**src/rtl/via_pkg.sv**
```systemverilog
// Shared types and helpers for the versatile interface adapter bus master.
package via_pkg;

  localparam int unsigned VIA_DATA_W = 8;

  typedef enum logic [3:0] {
    ORB_IRB               = 4'd0,
    ORA_IRA               = 4'd1,
    DDRB                  = 4'd2,
    DDRA                  = 4'd3,
    CtrlRegisterEndMarker = 4'd4
  } ctrl_register_e;

  typedef enum logic [2:0] {
    StIdle,
    StAccess,
    StCapture,
    StResp,
    StGap
  } via_master_state_e;

  // Output-direction bits come from the OR shadow, input-direction bits from the pins.
  function automatic logic [VIA_DATA_W-1:0] via_merge(input logic [VIA_DATA_W-1:0] or_val,
                                                     input logic [VIA_DATA_W-1:0] ddr,
                                                     input logic [VIA_DATA_W-1:0] pins);
    return (or_val & ddr) | (pins & ~ddr);
  endfunction

endpackage

```
**src/rtl/via_shadow_regs.sv**
```systemverilog
// Shadow copies of ORB/ORA/DDRB/DDRA, indexed like the adapter's register select.
module via_shadow_regs
  import via_pkg::*;
(
  input  logic                  clk,
  input  logic                  reset,
  input  logic                  wr_en,
  input  logic [1:0]            wr_idx,
  input  logic [VIA_DATA_W-1:0] wr_data,
  input  logic [1:0]            rd_idx,
  input  logic [VIA_DATA_W-1:0] pin_data,
  output logic [VIA_DATA_W-1:0] rd_shadow,
  output logic [VIA_DATA_W-1:0] rd_merged
);

  logic [VIA_DATA_W-1:0] shadow_q [4];

  always_ff @(posedge clk or negedge reset) begin
    if (!reset) begin
      for (int i = 0; i < 4; i++) shadow_q[i] <= '0;
    end else if (wr_en) begin
      shadow_q[wr_idx] <= wr_data;
    end
  end

  assign rd_shadow = shadow_q[rd_idx];
  // Port index p pairs with DDR index p + 2.
  assign rd_merged = rd_idx[1] ? rd_shadow
                               : via_merge(rd_shadow, shadow_q[{1'b1, rd_idx[0]}], pin_data);

endmodule

```
**src/rtl/via_bus_master.sv**
```systemverilog
// Turns single register read/write requests into chip_en cycles on the adapter register port.
module via_bus_master
  import via_pkg::*;
#(
  parameter int unsigned GAP_CYCLES = 1
) (
  input  logic                  clk,
  input  logic                  reset,
  input  logic                  req_valid,
  output logic                  req_ready,
  input  logic                  req_write,
  input  logic [3:0]            req_reg,
  input  logic [VIA_DATA_W-1:0] req_wdata,
  output logic                  rsp_valid,
  output logic [VIA_DATA_W-1:0] rsp_rdata,
  output logic                  rsp_err,
  output logic                  bus_chip_en,
  output logic [3:0]            bus_register_select,
  output logic [VIA_DATA_W-1:0] bus_data_out,
  input  logic [VIA_DATA_W-1:0] bus_data_in
);

  localparam int unsigned CntW = (GAP_CYCLES > 1) ? $clog2(GAP_CYCLES) : 1;

  via_master_state_e     state_q;
  logic                  cur_write_q;
  logic [1:0]            cur_reg_q;
  logic [VIA_DATA_W-1:0] cur_wdata_q;
  logic [CntW-1:0]       gap_cnt_q;

  logic [1:0]            rd_idx;
  logic [VIA_DATA_W-1:0] rd_shadow;
  logic [VIA_DATA_W-1:0] rd_merged;
  logic                  req_invalid;
  logic                  req_ddr_read;

  // In IDLE the shadow lookup must follow the incoming request, not the latched one.
  assign rd_idx       = (state_q == StIdle) ? req_reg[1:0] : cur_reg_q;
  assign req_invalid  = (req_reg >= CtrlRegisterEndMarker);
  assign req_ddr_read = !req_write && (req_reg == DDRA || req_reg == DDRB);

  via_shadow_regs u_shadow (
    .clk       (clk),
    .reset     (reset),
    .wr_en     (state_q == StAccess && cur_write_q),
    .wr_idx    (cur_reg_q),
    .wr_data   (cur_wdata_q),
    .rd_idx    (rd_idx),
    .pin_data  (bus_data_in),
    .rd_shadow (rd_shadow),
    .rd_merged (rd_merged)
  );

  always_ff @(posedge clk or negedge reset) begin
    if (!reset) begin
      state_q             <= StIdle;
      req_ready           <= 1'b1;
      rsp_valid           <= 1'b0;
      rsp_rdata           <= '0;
      rsp_err             <= 1'b0;
      bus_chip_en         <= 1'b0;
      bus_register_select <= '0;
      bus_data_out        <= '0;
      cur_write_q         <= 1'b0;
      cur_reg_q           <= '0;
      cur_wdata_q         <= '0;
      gap_cnt_q           <= '0;
    end else begin
      case (state_q)
        StIdle: begin
          if (req_valid) begin
            req_ready   <= 1'b0;
            cur_write_q <= req_write;
            cur_reg_q   <= req_reg[1:0];
            cur_wdata_q <= req_wdata;
            if (req_invalid) begin
              state_q   <= StResp;
              rsp_valid <= 1'b1;
              rsp_err   <= 1'b1;
            end else if (req_ddr_read) begin
              // A bus read would write the data bus into the DDR, so answer from the shadow.
              state_q   <= StResp;
              rsp_valid <= 1'b1;
              rsp_rdata <= rd_shadow;
            end else begin
              state_q             <= StAccess;
              bus_chip_en         <= 1'b1;
              bus_register_select <= req_reg;
              bus_data_out        <= req_write ? req_wdata : rd_shadow;
            end
          end
        end
        StAccess: begin
          bus_chip_en         <= 1'b0;
          bus_register_select <= '0;
          bus_data_out        <= '0;
          if (cur_write_q) begin
            state_q   <= StResp;
            rsp_valid <= 1'b1;
          end else begin
            state_q <= StCapture;
          end
        end
        StCapture: begin
          state_q   <= StResp;
          rsp_valid <= 1'b1;
          rsp_rdata <= rd_merged;
        end
        StResp: begin
          rsp_valid <= 1'b0;
          rsp_rdata <= '0;
          rsp_err   <= 1'b0;
          if (GAP_CYCLES == 0) begin
            state_q   <= StIdle;
            req_ready <= 1'b1;
          end else begin
            state_q   <= StGap;
            gap_cnt_q <= CntW'(GAP_CYCLES - 1);
          end
        end
        StGap: begin
          if (gap_cnt_q == '0) begin
            state_q   <= StIdle;
            req_ready <= 1'b1;
          end else begin
            gap_cnt_q <= gap_cnt_q - 1'b1;
          end
        end
        default: begin
          state_q   <= StIdle;
          req_ready <= 1'b1;
        end
      endcase
    end
  end

endmodule
```
**config.mk**
```make
export PLATFORM = sky130hd
export DESIGN_NAME = via_bus_master
export DESIGN_NICKNAME = d
export VERILOG_FILES = /design/src/rtl/via_pkg.sv /design/src/rtl/via_shadow_regs.sv /design/src/rtl/via_bus_master.sv
export SDC_FILE = /design/constraint.sdc
export NUM_CORES = 1
export LEC_CHECK = 0
export BUFFER_PORTS_ARGS = -buffer_cell sky130_fd_sc_hd__buf_2
export CORE_MARGIN = 3
export CORE_UTILIZATION = 25
export DETAILED_ROUTE_END_ITERATION = 10
export PLACE_DENSITY = 0.5
export RECOVER_POWER = 50
export SYNTH_ARGS = -nofsm -noshare
export SYNTH_HDL_FRONTEND = slang
export SYNTH_SLANG_ARGS = --single-unit
```
**constraint.sdc**
```tcl
create_clock -name clk -period 2.9 [get_ports clk]
set_input_delay 0.435 -clock clk [delete_from_list [all_inputs] [get_ports clk]]
set_output_delay 0.435 -clock clk [all_outputs]
set_load 0.05 [all_outputs]
```
==> impl_results.md, run 1 <==
* Hold WC Path Type: in2reg
* Die area at 16400 um2
* Total grt overflow at 0
* Vias in the first global route at 2959
* Net Sw Frac at 44.4%
* Area delta synth->final at 18.4%
* Core Region at 14600 um2
* Final ANT Viol Nets at 0
* Number of setup violations in the final report at 0
* CP Capture Point: bus_data_out[6]
* Worst R2R Setup Slack at 600 ps
* CTS Hold Bufs at 0
* CP max FO at 16
* Detailed Routing Iterations Pass 1 at 5
* CP required at 3140 ps
* Initial core utilization at between 20% and 30%
* Wire length per cell at 19.6 um
* Setup tns final at 0 ps
* Total of max-cap violations at 0
* RSZ-0062 raised after global routing: false
* R2R cell count at 4
* Largest net degree at the start of global routing at 47
* Synth Area in Compound Gates at 20.9%
* ANT cells at 0
* Comb pwr share at 45.0%
* Post-route DRC at 0
* Antenna violations before repair at 0
* Worst EP arrival at 2540 ps
* Final Routed Wirelength at between 10000 and 15000 um
* CTS HTree Levels at 3
* Total number of vias at ~3000
* Hpwl dp at 7620 um
* Syn nets at 360
* Fraction of layout cells with a size suffix above 1 at 31.5%
* Asr flop ratio synth at 100%
* Number of synthesized register bits at 70
* Avg Cell Area, Syn at 11.1 um2
* Unique masters post-synth at approximately 50
* Die Ht at between 100 and 150 um
* PostCTS Resize Cnt at 0
* First-pass GRT wire length at around 17000 um
* Synth Area in XOR/XNOR at 0%
* Clk slew on worst S/H paths at roughly 50 ps
* Synth Cell Area at 3730 um2
* Fmax at 435 MHz
* Iteration-0 DRC Markers at 240
* TritonCTS buffer count at 9
* Worst setup SP type: flip-flop
* I/O pins at 48
* Rows at between 40 and 50
* Worst vdd ir at 0.419 mV
* Headroom to the max-slew limit at under 10%
* Worst skew pair latency at 330 ps
* PwrDens at 1200 nW/um2
* Max Transition Viols Final at 0
* Status: completed
* Tcrit/Tclk final at 79.2%
* Synth Area in Simple Gates at 15.1%
* Clock power share at 19.2%
* Synth Area in Adders at 0%
* Critical R2R Launch: state_q[0]
* Final period demand of the worst path at about 2300 ps
* Largest family of logic cells by synthesized area: compound AO/OA/AOI/OAI gates
* GRT Overall Usage at between 10% and 20%
* Worst Setup SP: state_q[0]
* Mux contribution to synthesized area at 13.0%
* Setup Skew at 4.66 ps
* CP Capture Type: flip-flop
* Seq/Total Area, Yosys at 47.0%
* Input/output buffers at 47
* CTS tree: built
* Root buf cell: clkbuf_16
* Clk sinks at 70
* Final Hold Fails at 0
* Worst path slowest cell: or4b_1
* Sequence of cells on the critical path: or4b_1, a21oi_2, o21ai_1, a41oi_1
* Leakage power at between 1.5 and 2 nW
* WS Path Type: reg2reg
* Layout fillers at 1504
* Met2 WL at 5080 um
* Slew at the pin with the worst max-slew slack at 1470 ps
* Final Util at 30.3%
* Most common cell after layout, fill and taps aside: dfrtp_1
* Most used flip-flop cell after synthesis: dfrtp_1
* Highest Signal Layer: met4
* Met3 routed WL at 638 um
* Final #Nets at a little over 400
* Die X at 128 um
* Cell internal pwr at 2.96 mW
* EDFF count, synth at 0
* Share of total power in sequential cells at a little over a third
* Post-Syn Instances at 336
* Multi-input logic area at 1830 um2
* Post-CTS Setup Bufs at 0
* Clock buffer depth at 2
* Most frequent cells in the layout: 69 x dfrtp_1, 41 x mux2_2, 37 x o21ai_0, 35 x buf_2, 16 x o31ai_1
* NetSw at 2.36 mW
* Yosys Warn Count at 0
* Crit-path max cell delay at 790 ps
* Reg-to-reg endpoint: bus_data_out[6]
* Met1 wire length at 5240 um
* DR vias/cell at 5.23
* Sequential cell area at 1750 um2
* RePlAce Congestion at 0.768
==> registers in the layout (all words and copies together) (netlist names) <==
name                 cells
state_q                  3
cur_wdata_q              8
bus_register_select      4
bus_chip_en              1
req_ready                1
rsp_err                  1
cur_write_q              1
cur_reg_q                2
rsp_valid                1
bus_data_out             8
u_shadow.shadow_q       32
rsp_rdata                8
==> power groups by stage <==
stage / clock [mW] / sequential, mW / combinational [mW]
final: 1.02 / 1.90 / 2.39
after CTS: 1.06 / 1.90 / 2.42
after global placement: 0 / 1.90 / 2.38
after detailed placement: 0 / 1.91 / 2.41
after global routing: 1.10 / 1.98 / 2.60
after floorplan: 0 / 2.14 / 1.54
==> final cells by class <==
| class | instances | area share, % |
|---|---|---|
| inverters | 2 | 0.170 |
| clock inverters | 1 | 0.113 |
| well taps | 184 | 5.21 |
| multi-input cells | 239 | 41.4 |
| repair buffers | 59 | 7.31 |
| flip-flops and latches | 70 | 39.7 |
| clock buffers | 13 | 6.12 |
==> stage by stage <==
step	worst slack (ps)	hold slack, ps	cell area [um2]	instances	power, mW
floorplan	1000	139	3730	336	3.68
global placement	665	476	4160	554	4.28
detailed placement	581	481	4160	554	4.32
CTS	564	133	4430	568	5.38
global route	397	363	4420	568	5.67
finish	603	366	4420	568	5.32
==> synth_stat cells (all sizes together) (2+ instances only) <==
cell,n,share of area (%)
nand4b,8,1.9
and3,17,3.7
a21boi,9,2.0
o31ai,18,4.4
nor4b,2,0.87
mux2,43,13
nand3b,2,0.40
or4b,2,0.54
o21ai,43,5.8
or2,2,0.34
dfrtp,69,46
clkbuf,9,0.91
a211o,8,1.9
nor2,8,0.87
a41oi,8,1.9
nand3,10,1.5
o211ai,8,1.6
nor2b,11,1.8
inv,2,0.20
a22oi,2,0.40
a21oi,12,1.7
buf,16,2.9
nand2,13,1.4
==> worst min path at each step <==
stage	from	end	slack, ps	cells after the start
floorplan	reset	bus_chip_en	140	0
global placement	bus_chip_en	bus_chip_en	480	1
CTS	reset	rsp_rdata[1]	130	1
global route	req_wdata[7]	cur_wdata_q[7]	360	2
detailed placement	bus_chip_en	bus_chip_en	480	1
finish	req_wdata[3]	cur_wdata_q[3]	370	2
==> worst max-delay path: cells and delay by family (launching register included) <==
kind	cells	cell delay (ps)
AOI/OAI and AO/OA	3	800
and+or+nand+nor	1	790
DFF	1	610
==> cells by family (layout without fill, tap and decap cells) <==
family	Yosys count	after routing
buffers and inverters	27	75
multiplexers	43	43
AO/OA/AOI/OAI	114	114
flip-flops	70	70
AND/OR/NAND/NOR	82	82
==> per-layer routing <==
layer / track usage (%) / up-vias
met4: 3.81 / 0
li1: - / 1366
met2: 21.3 / 103
met3: 4.17 / 14
met5: 0 / -
met1: 19.5 / 1489
Power figures use the tool's default switching activity.
==> inputs of run 2 (changes only) <==
ABC_AREA = 1   (was default)
clock period = 2.29 ns   (was 2.9 ns; I/O delays follow)
==> run 2 against run 1 <==
Compared with the run above: largest power group unchanged; highest routed layer unchanged; synthesized area shrank 0.60%; critical path type unchanged; combinational power grew 64%; wire length shrank 7.6%; via count grew 11%; maximum frequency grew 22%; clock power grew 50%.
==> impl_results.md, run 2 <==
* RePlAce Congestion at around 0.87
* Vias in the first global route at 3255
* RSZ-0062 raised after global routing: false
* Most common cell after layout, fill and taps aside: nand2_1
* Most frequent cells in the layout: 144 x nand2_1, 71 x inv_1, 69 x dfrtp_1, 66 x nand3_1, 57 x o21ai_0
* CP max FO at 11
* Pre-CTS setup slack at 372 ps
* Setup ws final at 410 ps
* Sequence of cells on the critical path: nor2_4, nand2_8, inv_1, o21ai_2, nand2_1, nor2_2, nand2_1, a21oi_1, o21ai_0, nand2_1
* Worst setup SP type: flip-flop
* Critical R2R Launch: state_q[2]
* Final Hold Fails at 0
* Setup tns final at 0 ps
* Total grt overflow at 0
* CP top delay family: simple AND/OR/NAND/NOR gates
* Worst Setup SP: state_q[2]
* Synth Cell Area at 3710 um2
* Root buf cell: clkbuf_16
* Post-synth top area cell: dfrtp_1
* Hold path depth at 3
* Unique masters post-synth at 30
* Final period demand of the worst path at 1880 ps
* Layout fillers at 1552
* Avg Cell Area, Syn at 7.61 um2
* Crit-path max cell delay at around 450 ps
* Area delta synth->final at 19.4%
* DR vias/cell at 4.58
* Input/output buffers at 47
* R2R cell count at 10
* Clk slew on worst S/H paths at 50 ps
* Worst path slowest cell: dfrtp_1
* Post-route DRC at 0
* Die Ht at 128 um
* PostCTS Resize Cnt at 0
* Number of synthesized register bits at 70
* Final #Nets at 562
* WS Path Type: reg2reg
* Final Routed Wirelength at 10300 um
* Reg-to-reg endpoint: bus_data_out[6]
* Top cell by count, worst path: nand2_1
* Status: completed
* Headroom to the max-slew limit at 55.6%
* Worst skew pair latency at between 300 and 400 ps
* Max FFs per register at 32
* Share of the synthesized area in the top cell type at 46.6%
* Worst R2R Setup Slack at around 410 ps
* I/O pins at 48
* WP buf/inv at 1
* EDFF count, synth at 0
* Register with the most flip-flops: u_shadow.shadow_q
* Iteration-0 DRC Markers at 313
* CP Capture Type: flip-flop
* Fraction of layout cells with a size suffix above 1 at 13.1%
* Final instance area at roughly 4400 um2
* Wire length per cell at roughly 14 um
* Final ANT Viol Nets at 0
* CP required at between 2000 and 3000 ps
* Syn nets at 511
* Setup Skew at 3.14 ps
* Max Transition Viols Final at 0
* Largest net degree at the start of global routing at 28
* Total of max-cap violations at 0
* Cell with the most instances after synthesis: nand2_1
* Power, Total at 7.54 mW
* CTS tree: built
* Detailed Routing Iterations Pass 1 at 5
* Antenna violations before repair at 0
* Number of setup violations in the final report at 0
* Leakage power at 2.26 nW
* Rows at 43
* Hold WC Path Type: in2reg
* Placement Cell Area at roughly 4100 um2
* Seq/Total Area, Yosys at 47.3%
* Hpwl dp at 7910 um
* Worst EP arrival at 2100 ps
* Clk sinks at 70
* Die X at between 100 and 150 um
* Most used flip-flop cell after synthesis: dfrtp_1
* Synth top area cells: dfrtp_1 47%, nand2_1 15%, nand3_1 8.9%, o21ai_0 7.7%, inv_1 7.0%
* Asr flop ratio synth at 100%
* Tcrit/Tclk final at between 80 and 90%
* Yosys Warn Count at 0
* Initial core utilization at 26.1%
* Die area at 16300 um2
* CTS HTree Levels at 3
* Fmax at around 530 MHz
* Total number of vias at about 3300
* Core Region at 14200 um2
* WHS Endpoint: rsp_err
* ANT cells at 0
* Worst vdd ir at 0.624 mV
* Clock buffer depth at 2
* Slew at the pin with the worst max-slew slack at 666 ps
* Top cells by count, synth: 144 x nand2_1, 69 x dfrtp_1, 69 x inv_1, 66 x nand3_1, 57 x o21ai_0
* TritonCTS buffer count at 9
* First-pass GRT wire length at 17200 um
* GRT Overall Usage at approximately 13%
* PwrDens at ~1700 nW/um2
* Hold Path Origin: req_valid
* Post-Syn Instances at 487
==> run 2: cell count changes in the layout (fill, tap and decap cells not counted), moves of 15 or more <==
cell,previous run,this run
nand3_1,9,66
o21ai_0,37,57
o31ai_1,16,1
mux2_2,41,0
nand2_1,12,144
inv_1,2,71
==> run 2: final cells by class <==
cell class	instances	area [um2]	area share [%]
timing repair buffer	57	279	6.30
tap	180	225	5.09
multi-input combinational	325	1570	35.4
clock inverter	4	70.1	1.58
clock buffer	11	253	5.71
sequential	70	1750	39.6
inverter	75	282	6.36
==> run 2: power breakdown <==
group | switching (mW) | leakage, nW | total [mW] | internal (mW)
clock network | 0.524 | 0.161 | 1.53 | 1.00
logic | 2.82 | 1.20 | 3.93 | 1.11
registers | 0.336 | 0.897 | 2.08 | 1.75
==> run 2: worst max-delay path by stage <==
stage | endpoint | cells after the start
floorplan | rsp_rdata[4] | 9
global placement | bus_data_out[6] | 9
detailed placement | bus_data_out[6] | 9
CTS | bus_data_out[6] | 10
global route | bus_data_out[4] | 10
finish | bus_data_out[6] | 10
==> run 2: timing repair <==
item                      4_1_cts  5_1_grt
hold buffers                    1        0
hold endpoints to repair        3        0
setup buffers                   0        0
==> run 2: routing by layer <==
layer | track usage (%) | part of all wire [%] | vias up
li1 | - | - | 1659
met1 | 18.3 | 46 | 1562
met2 | 20.7 | 46 | 74
met3 | 3.71 | 5.2 | 15
met4 | 4.56 | 2.2 | 0
met5 | 0 | 0 | -
==> run 2: worst min-delay path, stage by stage <==
cell     delay (ps)
buf_2           100
a31oi_1          80
nor2_1           80
==> run 2: cells by family (layout without fill, tap and decap cells) <==
logic type | count (synthesis) | in the layout | share of synthesized area (%)
compound gates | 85 | 85 | 12.3
flops | 70 | 70 | 47.3
simple gates | 240 | 240 | 30.1
buf+inv | 92 | 147 | 10.4
==> run 2: metrics by stage <==
stage                     util [%]  hold WS, ps  std cells
after floorplan                  -         47.9        487
after global placement        29.1          353        706
after detailed placement      29.1          362        706
after CTS                     31.4          295        722
after global routing          31.2          344        722
final                         31.2          308        722
==> inputs of run 3 (changes only) <==
clock period = 1.85 ns   (was 2.29 ns; I/O delays follow)
==> run 3 against run 2 <==
Compared with the run above: worst hold slack got worse by 57 ps; final area increased by 4.5%; wire length decreased by 1.3%; clock skew increased by 4.8 ps.
==> impl_results.md, run 3 (same netlist as run 2, synthesis figures left out) <==
* Initial core utilization at 26.1%
* CP max FO at 9
* Worst skew pair latency at 330 ps
* ANT cells at 0
* Hpwl dp at 7710 um
* Setup Skew at 7.97 ps
* PwrDens at 2120 nW/um2
* Final instance area at 4630 um2
* Final period demand of the worst path at approximately 1700 ps
* Status: completed
* Fraction of layout cells with a size suffix above 1 at 18.6%
* Clock buffer depth at 2
* Worst vdd ir at 0.807 mV
* First-pass GRT wire length at between 15000 and 20000 um
* # placed instances at 714
* Max FFs per register at 32
* Final Routed Wirelength at 10100 um
* Antenna violations before repair at 0
* Iteration-0 DRC Markers at 178
* Register with the most flip-flops: u_shadow.shadow_q
* Largest net degree at the start of global routing at 71
* Met2 WL at roughly 5000 um
* Final #Nets at around 580
* CTS HTree Levels at 3
* Clk slew on worst S/H paths at ~60 ps
* Rows at 43
* Worst setup SP type: flip-flop
* Total of max-cap violations at 0
* Met3 routed WL at roughly 410 um
* Die area at 16300 um2
* Most frequent cells in the layout: 143 x nand2_1, 69 x inv_1, 69 x dfrtp_1, 65 x nand3_1, 56 x o21ai_0
* Die X at 128 um
* Die Ht at 128 um
* Highest Signal Layer: met4
* Leakage power at 2.38 nW
* Worst EP arrival at 1940 ps
* CP Capture Type: flip-flop
* Fmax at 580 MHz
* I/O pins at between 40 and 50
* Vias in the first global route at 3340
* Max Transition Viols Final at 0
* Root buf cell: clkbuf_16
* Final cell count without fillers at about 740
* RePlAce Congestion at roughly 0.83
* WS Path Type: reg2reg
* Most common cell after layout, fill and taps aside: nand2_1
* Post-route DRC at 0
* Area delta synth->final at 24.8%
* Met1 wire length at 4610 um
* Clk sinks at 70
* Tcrit/Tclk final at 93.2%
* CP required at 2060 ps
* Wire length per cell at 13.8 um
* Final Hold Fails at 0
* GRT Overall Usage at 13.1%
* TritonCTS buffer count at 9
* Hold WC Path Type: in2reg
* Total number of vias at 3305
* Number of setup violations in the final report at 0
* Input/output buffers at 47
* Detailed Routing Iterations Pass 1 at 4
* CTS tree: built
* Final ANT Viol Nets at 0
* Slew at the pin with the worst max-slew slack at approximately 970 ps
* Headroom to the max-slew limit at 35.6%
* DR vias/cell at 4.50
* Total grt overflow at 0
* Placement Cell Area at between 4000 and 5000 um2
* Core Region at 14200 um2
[run 3: changes by cell type in the layout (fill, tap and decap cells not counted), moves of 3 or more]
cell and change:
buf_12 +3, buf_4 +9, clkbuf_1 -13, buf_2 +13
[run 3: per-stage QoR]
stage	hold WS, ps	setup TNS (ps)	utilization [%]	setup slack [ps]	total power, mW
2_1_floorplan	-18.1	0	-	343	6.36
3_3_place_gp	332	0	29.7	88.4	7.66
3_5_place_dp	336	0	29.7	62.8	7.74
4_1_cts	236	0	32.0	22.5	9.67
5_1_grt	266	-9.85	32.6	-9.85	10.7
6_report	250	0	32.6	126	9.81
[run 3: cell type report]
class / count / area [um2]
Timing Repair Buffer: 70 / 443
Inverter: 75 / 282
Fill cell: 1560 / 9580
Clock buffer: 11 / 253
Multi-Input combinational cell: 325 / 1600
Tap cell: 180 / 225
Sequential cell: 70 / 1750
Clock inverter: 4 / 70.1
[run 3: metal layers]
metal | vias to the layer above | global-route usage, %
met3 | 8 | 3.00
met5 | - | 0
met1 | 1568 | 17.0
met2 | 52 | 22.4
li1 | 1677 | -
met4 | 0 | 2.81
[run 3: what timing repair did]
action / CTS / global route
hold endpoints to repair: 69 / 0
buffers inserted: 0 / 5
setup endpoints to repair: 0 / 22
hold buffers: 1 / 0
resized for setup: 0 / 9
[run 3: report_power, final]
group	leakage, nW	switching [mW]	internal, mW	total (mW)
registers	0.897	0.393	2.16	2.55
logic	1.32	3.60	1.77	5.37
clock network	0.161	0.644	1.24	1.89
total	2.38	4.64	5.17	9.81
[run 3: worst max-delay path, cell delays in order (launching register included)]
cell and delay (ps):
dfrtp_1 420, nor2_4 200, nand2_8 140, nand2_4 100, nand2_2 80, buf_12 140
nand2_1 70, nand2_1 50, nand2_1 70, nand3_1 140, nand2_1 120, nand2_1 60
[run 3: worst paths after layout]
kind	from	endpoint	slack, ps	cells past startpoint
max in group asynchronous	reset	u_shadow.shadow_q[4]	490	3
min in group asynchronous	reset	bus_register_select[0]	750	3
max reg2reg	state_q[1]	bus_data_out[4]	130	11
min reg2reg	u_shadow.shadow_q[12]	u_shadow.shadow_q[12]	480	2
max	state_q[1]	bus_data_out[4]	130	11
min	req_valid	rsp_err	250	3
